**src/rtl/opl3_seq_pkg.sv**
```systemverilog
`default_nettype none
// ============================================================================
// Module   : opl3_seq_pkg
// Purpose  : Shared types and constants for the OPL3 write sequencer.
// Revision : 1.0 - initial release
// ============================================================================
package opl3_seq_pkg;

    typedef enum logic [2:0] {
        ST_IDLE     = 3'd0,
        ST_IDX_STB  = 3'd1,
        ST_IDX_WAIT = 3'd2,
        ST_DAT_STB  = 3'd3,
        ST_DAT_WAIT = 3'd4,
        ST_RD_STB   = 3'd5
    } state_t;

    localparam logic ADDR_IDX = 1'b0;
    localparam logic ADDR_DAT = 1'b1;

    typedef struct packed {
        logic       read;
        logic       bank;
        logic [7:0] reg_idx;
        logic [7:0] data;
    } cmd_t;

endpackage
`default_nettype wire

```
**src/rtl/opl3_us_delay.sv**
```systemverilog
`default_nettype none
// ============================================================================
// Module   : opl3_us_delay
// Purpose  : Counts ce_1us ticks from zero up to a target; done is combinational
//            and includes a tick arriving in the current clk.
// Revision : 1.0 - initial release
// ============================================================================
module opl3_us_delay (
    input  logic       clk,
    input  logic       rst_n,
    input  logic       ce_1us,
    input  logic       start,
    input  logic [7:0] target,
    output logic       done
);

    logic [7:0] r_count;
    logic [8:0] w_count_eff;

    // start is held high while not waiting, so the count is zero on entry
    assign w_count_eff = {1'b0, r_count} + 9'(ce_1us);
    assign done        = (w_count_eff >= {1'b0, target});

    always_ff @(posedge clk or negedge rst_n) begin
        if (!rst_n) begin
            r_count <= '0;
        end else if (start) begin
            r_count <= '0;
        end else if (ce_1us && !done) begin
            r_count <= r_count + 8'd1;
        end
    end

endmodule
`default_nettype wire

```
**src/rtl/opl3_write_sequencer.sv**
```systemverilog
`default_nettype none
// ============================================================================
// Module   : opl3_write_sequencer
// Purpose  : OPL3 port initiator: index/data write pairs and status reads with
//            settle delays. Define OPL3_IDX_CACHE_EN to skip repeated index writes.
// Revision : 1.0 - initial release
// ============================================================================
module opl3_write_sequencer
    import opl3_seq_pkg::*;
#(
    parameter int WE_CYCLES    = 2,
    parameter int IDX_DELAY_US = 4,
    parameter int DAT_DELAY_US = 24
) (
    input  logic       clk,
    input  logic       rst_n,
    input  logic       ce_1us,
    input  logic       cmd_valid,
    output logic       cmd_ready,
    input  logic       cmd_read,
    input  logic       cmd_bank,
    input  logic [7:0] cmd_reg,
    input  logic [7:0] cmd_data,
    output logic [1:0] addr,
    output logic [7:0] din,
    output logic       we,
    output logic       rd,
    input  logic [7:0] dout,
    output logic       status_valid,
    output logic [7:0] status,
    output logic       busy
);

    localparam logic [7:0] c_stb_last  = 8'(WE_CYCLES - 1);
    localparam logic [7:0] c_idx_delay = 8'(IDX_DELAY_US);
    localparam logic [7:0] c_dat_delay = 8'(DAT_DELAY_US);

    state_t     r_state;
    cmd_t       r_cmd;
    logic [7:0] r_stb_cnt;
    logic       w_stb_last;
    logic       w_dly_start;
    logic       w_dly_done;
    logic [7:0] w_dly_target;
    logic       w_idx_hit;
    logic       w_unused_cmd;

    assign cmd_ready    = (r_state == ST_IDLE);
    assign busy         = (r_state != ST_IDLE);
    assign w_stb_last   = (r_stb_cnt == c_stb_last);
    assign w_dly_start  = (r_state != ST_IDX_WAIT) && (r_state != ST_DAT_WAIT);
    assign w_dly_target = (r_state == ST_IDX_WAIT) ? c_idx_delay : c_dat_delay;
    // register index is consumed straight from the input at IDLE
    assign w_unused_cmd = ^r_cmd.reg_idx;

    opl3_us_delay u_delay (
        .clk    (clk),
        .rst_n  (rst_n),
        .ce_1us (ce_1us),
        .start  (w_dly_start),
        .target (w_dly_target),
        .done   (w_dly_done)
    );

`ifdef OPL3_IDX_CACHE_EN
    logic       r_idx_valid;
    logic [8:0] r_idx_tag;

    assign w_idx_hit = r_idx_valid && (r_idx_tag == {cmd_bank, cmd_reg});

    // a read drives addr[0]=0 on the chip, which clobbers its index latch
    always_ff @(posedge clk or negedge rst_n) begin
        if (!rst_n) begin
            r_idx_valid <= 1'b0;
            r_idx_tag   <= '0;
        end else if ((r_state == ST_IDLE) && cmd_valid) begin
            if (cmd_read) begin
                r_idx_valid <= 1'b0;
            end else begin
                r_idx_valid <= 1'b1;
                r_idx_tag   <= {cmd_bank, cmd_reg};
            end
        end
    end
`else
    assign w_idx_hit = 1'b0;
`endif

    always_ff @(posedge clk or negedge rst_n) begin
        if (!rst_n) begin
            r_state      <= ST_IDLE;
            r_cmd        <= '0;
            r_stb_cnt    <= '0;
            addr         <= '0;
            din          <= '0;
            we           <= 1'b0;
            rd           <= 1'b0;
            status       <= '0;
            status_valid <= 1'b0;
        end else begin
            status_valid <= 1'b0;
            case (r_state)
                ST_IDLE: begin
                    if (cmd_valid) begin
                        r_cmd     <= '{read: cmd_read, bank: cmd_bank,
                                       reg_idx: cmd_reg, data: cmd_data};
                        r_stb_cnt <= '0;
                        if (cmd_read) begin
                            r_state <= ST_RD_STB;
                            addr    <= {cmd_bank, ADDR_IDX};
                            rd      <= 1'b1;
                        end else if (w_idx_hit) begin
                            r_state <= ST_DAT_STB;
                            addr    <= {cmd_bank, ADDR_DAT};
                            din     <= cmd_data;
                            we      <= 1'b1;
                        end else begin
                            r_state <= ST_IDX_STB;
                            addr    <= {cmd_bank, ADDR_IDX};
                            din     <= cmd_reg;
                            we      <= 1'b1;
                        end
                    end
                end
                ST_IDX_STB, ST_RD_STB: begin
                    r_stb_cnt <= r_stb_cnt + 8'd1;
                    if (w_stb_last) begin
                        we <= 1'b0;
                        rd <= 1'b0;
                        if (r_cmd.read) begin
                            status       <= dout;
                            status_valid <= 1'b1;
                            r_state      <= ST_IDLE;
                        end else begin
                            r_state <= ST_IDX_WAIT;
                        end
                    end
                end
                ST_IDX_WAIT: begin
                    if (w_dly_done) begin
                        r_state   <= ST_DAT_STB;
                        r_stb_cnt <= '0;
                        addr      <= {r_cmd.bank, ADDR_DAT};
                        din       <= r_cmd.data;
                        we        <= 1'b1;
                    end
                end
                ST_DAT_STB: begin
                    r_stb_cnt <= r_stb_cnt + 8'd1;
                    if (w_stb_last) begin
                        we      <= 1'b0;
                        r_state <= ST_DAT_WAIT;
                    end
                end
                ST_DAT_WAIT: begin
                    if (w_dly_done) begin
                        r_state <= ST_IDLE;
                    end
                end
                default: r_state <= ST_IDLE;
            endcase
        end
    end

endmodule
`default_nettype wire

```
**config.mk**
```make
export PLATFORM = sky130hd
export DESIGN_NAME = opl3_write_sequencer
export DESIGN_NICKNAME = d
export VERILOG_FILES = /design/src/rtl/opl3_seq_pkg.sv /design/src/rtl/opl3_us_delay.sv /design/src/rtl/opl3_write_sequencer.sv
export SDC_FILE = /design/constraint.sdc
export NUM_CORES = 1
export LEC_CHECK = 0
export ABC_AREA = 1
export CELL_PAD_IN_SITES_DETAIL_PLACEMENT = 0
export CELL_PAD_IN_SITES_GLOBAL_PLACEMENT = 1
export CORE_MARGIN = 2
export CORE_UTILIZATION = 23
export DETAILED_ROUTE_END_ITERATION = 8
export HOLD_SLACK_MARGIN = 0.02
export PLACE_DENSITY = 0.52
export SLEW_MARGIN = 20
export SYNTH_ARGS = -nofsm -noshare
export SYNTH_HDL_FRONTEND = slang
export SYNTH_SLANG_ARGS = --single-unit
```
**constraint.sdc**
```tcl
create_clock -name clk -period 5.12 [get_ports clk]
set_input_delay 1.024 -clock clk [delete_from_list [all_inputs] [get_ports clk]]
set_output_delay 1.024 -clock clk [all_outputs]
set_load 0.02 [all_outputs]
```
# Yosys cells after proc, flatten, opt, wreduce, memory -nomap -nowiden
# Index checks and enable logic that the tools add are counted.
dict set report classes {
  addsub 3
  magnitude_cmp 1
  n_eq_ne 16
  n_mux 32
  n_reduce_logical 19
}
# operator n
set ops {}
lappend ops {{$mux 8} 7}
lappend ops {{$pmux 8 s3} 1}
lappend ops {{$mux 3} 6}
lappend ops {{$add 8x1->8 const B} 2}
lappend ops {{$pmux 8 s2} 1}
lappend ops {{$pmux 3 s5} 1}
lappend ops {{$reduce_and 5->1} 2}
lappend ops {{$add 8x1->9} 1}
lappend ops {{$ge 9x5->1} 1}
lappend ops {{$mux 1} 9}
lappend ops {{$reduce_and 3->1} 3}
lappend ops {{$eq 8x1->1 const B} 1}
lappend ops {{$ne 2x1->1 const B} 4}
lappend ops {{$ne 2x2->1 const B} 4}
lappend ops {{$reduce_and 4->1} 2}
lappend ops {{$eq 3x2->1 const B} 2}
lappend ops {{$eq 3x3->1 const B} 2}
lappend ops {{$mux 2} 3}
lappend ops {{$reduce_bool 2->1} 3}
lappend ops {{$reduce_bool 3->1} 2}
lappend ops {{$mux 5} 1}
lappend ops {{$pmux 2 s2} 1}
lappend ops {{$eq 3x1->1 const B} 1}
lappend ops {{$logic_not 3->1} 1}
lappend ops {{9 further kinds} 10}
dict set report totals {
  ff_bits 50
  in_bits 30
  output_inout_bits 23
  elab_cells 83
}

# Depth between registers and ports, before layout
dict set report depth {
  depth_word 7
  mapped_depth 15
  depth_no_buf 15
}

# Modules after synthesis
# From an unflattened synthesis, not the netlist that was laid out.
dict set report hier_totals {
  cells_unflattened 374
  area_unflattened_um2 2914.0
}
# module n_inst cells_per_inst area_each_um2
set by_module_without_submodules {}
lappend by_module_without_submodules {opl3_write_sequencer 1 255 2057.0}
lappend by_module_without_submodules {opl3_us_delay 1 119 857.1}

# Worst setup path before layout
# OpenSTA, ideal clock, no wires.
dict set report synth_timing {
  path_kind {input to register}
  from {in ce_1us}
  to {reg r_state[0]}
  setup_ns 0.124
  arrival_time_ns 2.593
  slack_ns 2.402
  stages 11
  cell_sequence {ha_1 ha_1 nand2_1 xnor2_1 ha_1 nand3b_1 a21oi_2 nand3_2 nand2_1 nand2_1 or2_1}
}
dict set report synth_between {
  elab_chain_len 4
  word_cells_on_any_way 5
}
# element line
set synth_lines {}
lappend synth_lines {{start: declaration} opl3_write_sequencer.sv:17} ;# input logic ce_1us,
lappend synth_lines {{$add 8x1->9 (*)} opl3_us_delay.sv:21} ;# assign w_count_eff = {1'b0, r_count} + 9'(ce_1us);
lappend synth_lines {{$ge 9x5->1 (*)} opl3_us_delay.sv:22} ;# assign done = (w_count_eff >= {1'b0, target});
lappend synth_lines {{$ne 2x1->1 (no line)} n/a}
lappend synth_lines {{$reduce_and 5->1 (no line) (*)} n/a}
lappend synth_lines {{end signal: assignment} opl3_write_sequencer.sv:91} ;# r_state <= ST_IDLE;
lappend synth_lines {{end signal: assignment} opl3_write_sequencer.sv:109} ;# r_state <= ST_RD_STB;
lappend synth_lines {{end signal: assignment} opl3_write_sequencer.sv:113} ;# r_state <= ST_DAT_STB;
lappend synth_lines {{end: declaration} opl3_write_sequencer.sv:38} ;# state_t r_state;
# Mark *: on every way between the ends. The rest lies on a longest branch, timed or not.
# A chain may end at the register's enable or synchronous reset.

# Final worst setup path
dict set report layout_timing {
  from {in ce_1us}
  to {reg u_delay.r_count[2]}
}
dict set report layout_between {
  elab_chain_len 5
}
# element line
set layout_lines {}
lappend layout_lines {{$add 8x1->9} opl3_us_delay.sv:21}
lappend layout_lines {{$ge 9x5->1} opl3_us_delay.sv:22}
lappend layout_lines {{$logic_not 1->1} opl3_us_delay.sv:29} ;# end else if (ce_1us && !done) begin
lappend layout_lines {{$logic_and 1x1->1 (*)} opl3_us_delay.sv:29}
lappend layout_lines {{$reduce_bool 2->1 (no line) (*)} n/a}
lappend layout_lines {{end signal: assignment} opl3_us_delay.sv:30} ;# r_count <= r_count + 8'd1;
lappend layout_lines {{end: declaration} opl3_us_delay.sv:17} ;# logic [7:0] r_count;
# Marked as above.

==> flow_metrics.tcl <==
set metrics [dict create \
    power_density_nw_per_um2 500.4 \
    synth_cell_types 32 \
    synth.top_cell.area_share_pct 48.36 \
    grt_pass1_vias 2071 \
    syn_area_um2 2587 \
    cp_max_fo 7 \
    min_from "we" \
    cts_htree_levels 2 \
    cap_violations 0 \
    regArea_um2 1251 \
    utilization_pct 30.86 \
    synth_edf_count 0 \
    fin_crit_ps 3140 \
    root_buffer "clkbuf_8" \
    cts_buffer_depth 2 \
    max_freq_mhz 318.5 \
    muxShareOfSynthArea_pct 3.095 \
    async_reset_ff_share_pct 100.0 \
    die_h_um 110.1 \
    die_w_um 110.1 \
    dp_hpwl_um 4529 \
    maxSlewViolCount 0 \
    tightestPinTransition_ps 702.2 \
    syn_avg_cell_area_um2 8.374 \
    post_cts_buffers 0 \
    diodes 0 \
    cp.required_ps 5320 \
    routedWlPerCell_um 12.55 \
    dpl_cell_area_um2 3261 \
    drc 0 \
    ioPinCount 53 \
    slew_headroom_pct 53.07 \
    syn2layout_area_growth_pct 29.84 \
    grt_max_degree 51 \
    setup_viol 0 \
    grt_pass1_wl_um 10300 \
    avgViaCountPerCell 4.196 \
    layout.nets 403 \
    dieArea_um2 12110 \
    overflow 0 \
    synthTopCellsByCount "nand2_1 (110), dfrtp_1 (50), nand3_1 (26), inv_1 (25), nor2_1 (18)" \
    core-area_um2 10890 \
    leakage_nw 1.660 \
    synth_xor_area_share_pct 4.062 \
    cts_resized 0 \
    vias 2123 \
    synth_area_leaders "dfrtp_1 (48%), nand2_1 (16%), nand3_1 (5.0%)" \
    core.rowCount 38 \
    synth_ff_type "dfrtp_1" \
    drive_gt1_share_pct 7.104 \
    p_total_mw 1.681 \
    holdPathStages 2 \
    holdBufCountCts 0 \
    hold_path.class "reg -> reg" \
    grt_setup_unrepaired "false" \
    drt_wl_total_um 6348 \
    clkSinkCount 50 \
    final_cells 506 \
    synthAdderAreaFrac_pct 3.868 \
    ys_ff_latch 50 \
    drtIter0Drc 101 \
    initial_core_util_pct 23.76 \
    hold_end "we" \
    synth_top_family_by_area "simple AND/OR/NAND/NOR gates" \
    r2r_cells 12 \
    final.fill_count 1138 \
    numCtsBuffers 5 \
    antenna_found_initial 0 \
    final_area_um2 3359 \
    fin_tns_setup_ps 0 \
    gp_congestion 0.7909 \
    drtPass1Iterations 4 \
    ys_seq_area_share_pct 48.36 \
    yosys.area.top_type "dfrtp_1" \
    worst-r2r-setup-slack_ps 2330 \
    worstReg2RegEnd "u_delay.r_count[2]" \
    port_buffers 52 \
    syn_inst 309 \
    place_inst 498 \
    ys_warn_count 0 \
    path_clk_slew_ps 110 \
    cp-start-kind "input port" \
    period_share_pct 61.33 \
    crit_type "in -> reg" \
    syn_nets 347 \
    synthSimpleGateAreaFrac_pct 29.93 \
    outcome "complete, no violations" \
    ant_nets 0 \
    grt_usage_pct 11.03 \
    cts_tree "built" \
    peakVddDrop_v 0.0001475 \
    reg2reg_from "r_state[2]" \
    multi_input_area_um2 1210 \
    arrival_ps 3340 \
    synth.most_common_cell "nand2_1" \
    end_kind "flop" \
    synth-compound-area-share_pct 5.803 \
    final-hold-violation-count 0 \
    skew_ps 7.302 \
    worstSkewPairLatency_ps 310 \
]
[registers in the layout, summed over array words and instances (netlist names)]
name	cells
addr	2
din	8
r_cmd	10
r_state	3
r_stb_cnt	8
rd	1
status	8
status_valid	1
u_delay.r_count	8
we	1
[logic make-up (layout without fill, tap and decap cells)]
group                    after synthesis  after routing
adder cells (fa/ha/maj)                8              8
buffers and inverters                 31             88
multiplexers                           8              8
AO/OA/AOI/OAI                         27             27
XOR/XNOR                              12             12
flip-flops                            50             50
AND/OR/NAND/NOR                      173            173
[placed cells by master, fill, tap and decap left out, types with 2 or more instances in the layout]
master,synthesis,final
nand2_1,110,110
clkdlybuf4s50_1,0,51
dfrtp_1,50,50
nand3_1,26,26
inv_1,25,25
nor2_1,18,18
o21ai_0,13,13
mux2i_1,8,8
ha_1,8,8
xnor2_1,7,7
o21ai_1,7,7
clkbuf_8,0,6
xor2_1,5,5
nand2_2,4,4
nand3b_1,3,3
a21oi_1,2,2
nor2_4,2,2
a21oi_2,2,2
nand2_4,2,2
nand4_1,2,2
[worst max-delay path, stage by stage]
cell and delay, ps:
clkdlybuf4s50_1 510, ha_1 190, inv_1 60, nor2_1 120, xnor2_1 130, inv_1 60, ha_1 280, a21oi_1 140
nand2_1 70, nand2_1 140, inv_1 60, nor2_1 150, nand2_1 210, nand3_1 120, nand2_1 70
[metrics by stage]
stage / setup WS, ps / hold slack, ps
after detailed placement: 1606 / 461.8
after CTS: 1940 / 489.3
final: 1980 / 482.0
after global routing: 1735 / 509.4
after global placement: 1671 / 460.8
after floorplan: 2402 / 448.1
[cell type report]
type | instances | area share (%)
multi-input cells | 228 | 36.01
flip-flops and latches | 50 | 37.24
repair buffers | 53 | 15.57
inverters | 27 | 3.017
clock buffers | 6 | 2.458
clock inverters | 2 | 0.4842
well taps | 140 | 5.214
[worst max path at each step]
stage	from	endpoint	cells after the start
floorplan	ce_1us	r_state[0]	11
global placement	ce_1us	u_delay.r_count[4]	15
detailed placement	ce_1us	u_delay.r_count[4]	13
CTS	ce_1us	u_delay.r_count[2]	13
global route	ce_1us	u_delay.r_count[3]	13
finish	ce_1us	u_delay.r_count[2]	15
[per-layer routing]
layer / routed length (µm) / vias up / GRT usage, %
li1: - / 1100 / -
met1: 2988 / 979 / 14.58
met2: 2969 / 38 / 17.92
met3: 301 / 6 / 2.528
met4: 88 / 0 / 3.345
met5: 0 / - / 0
[power by group]
group,internal (mW),switching [mW],leakage (nW)
Combinational,0.322,0.477,0.969
Sequential,0.534,0.0873,0.643
Clock,0.112,0.149,0.0478
Note: power is estimated with default switching activity, not from simulation.
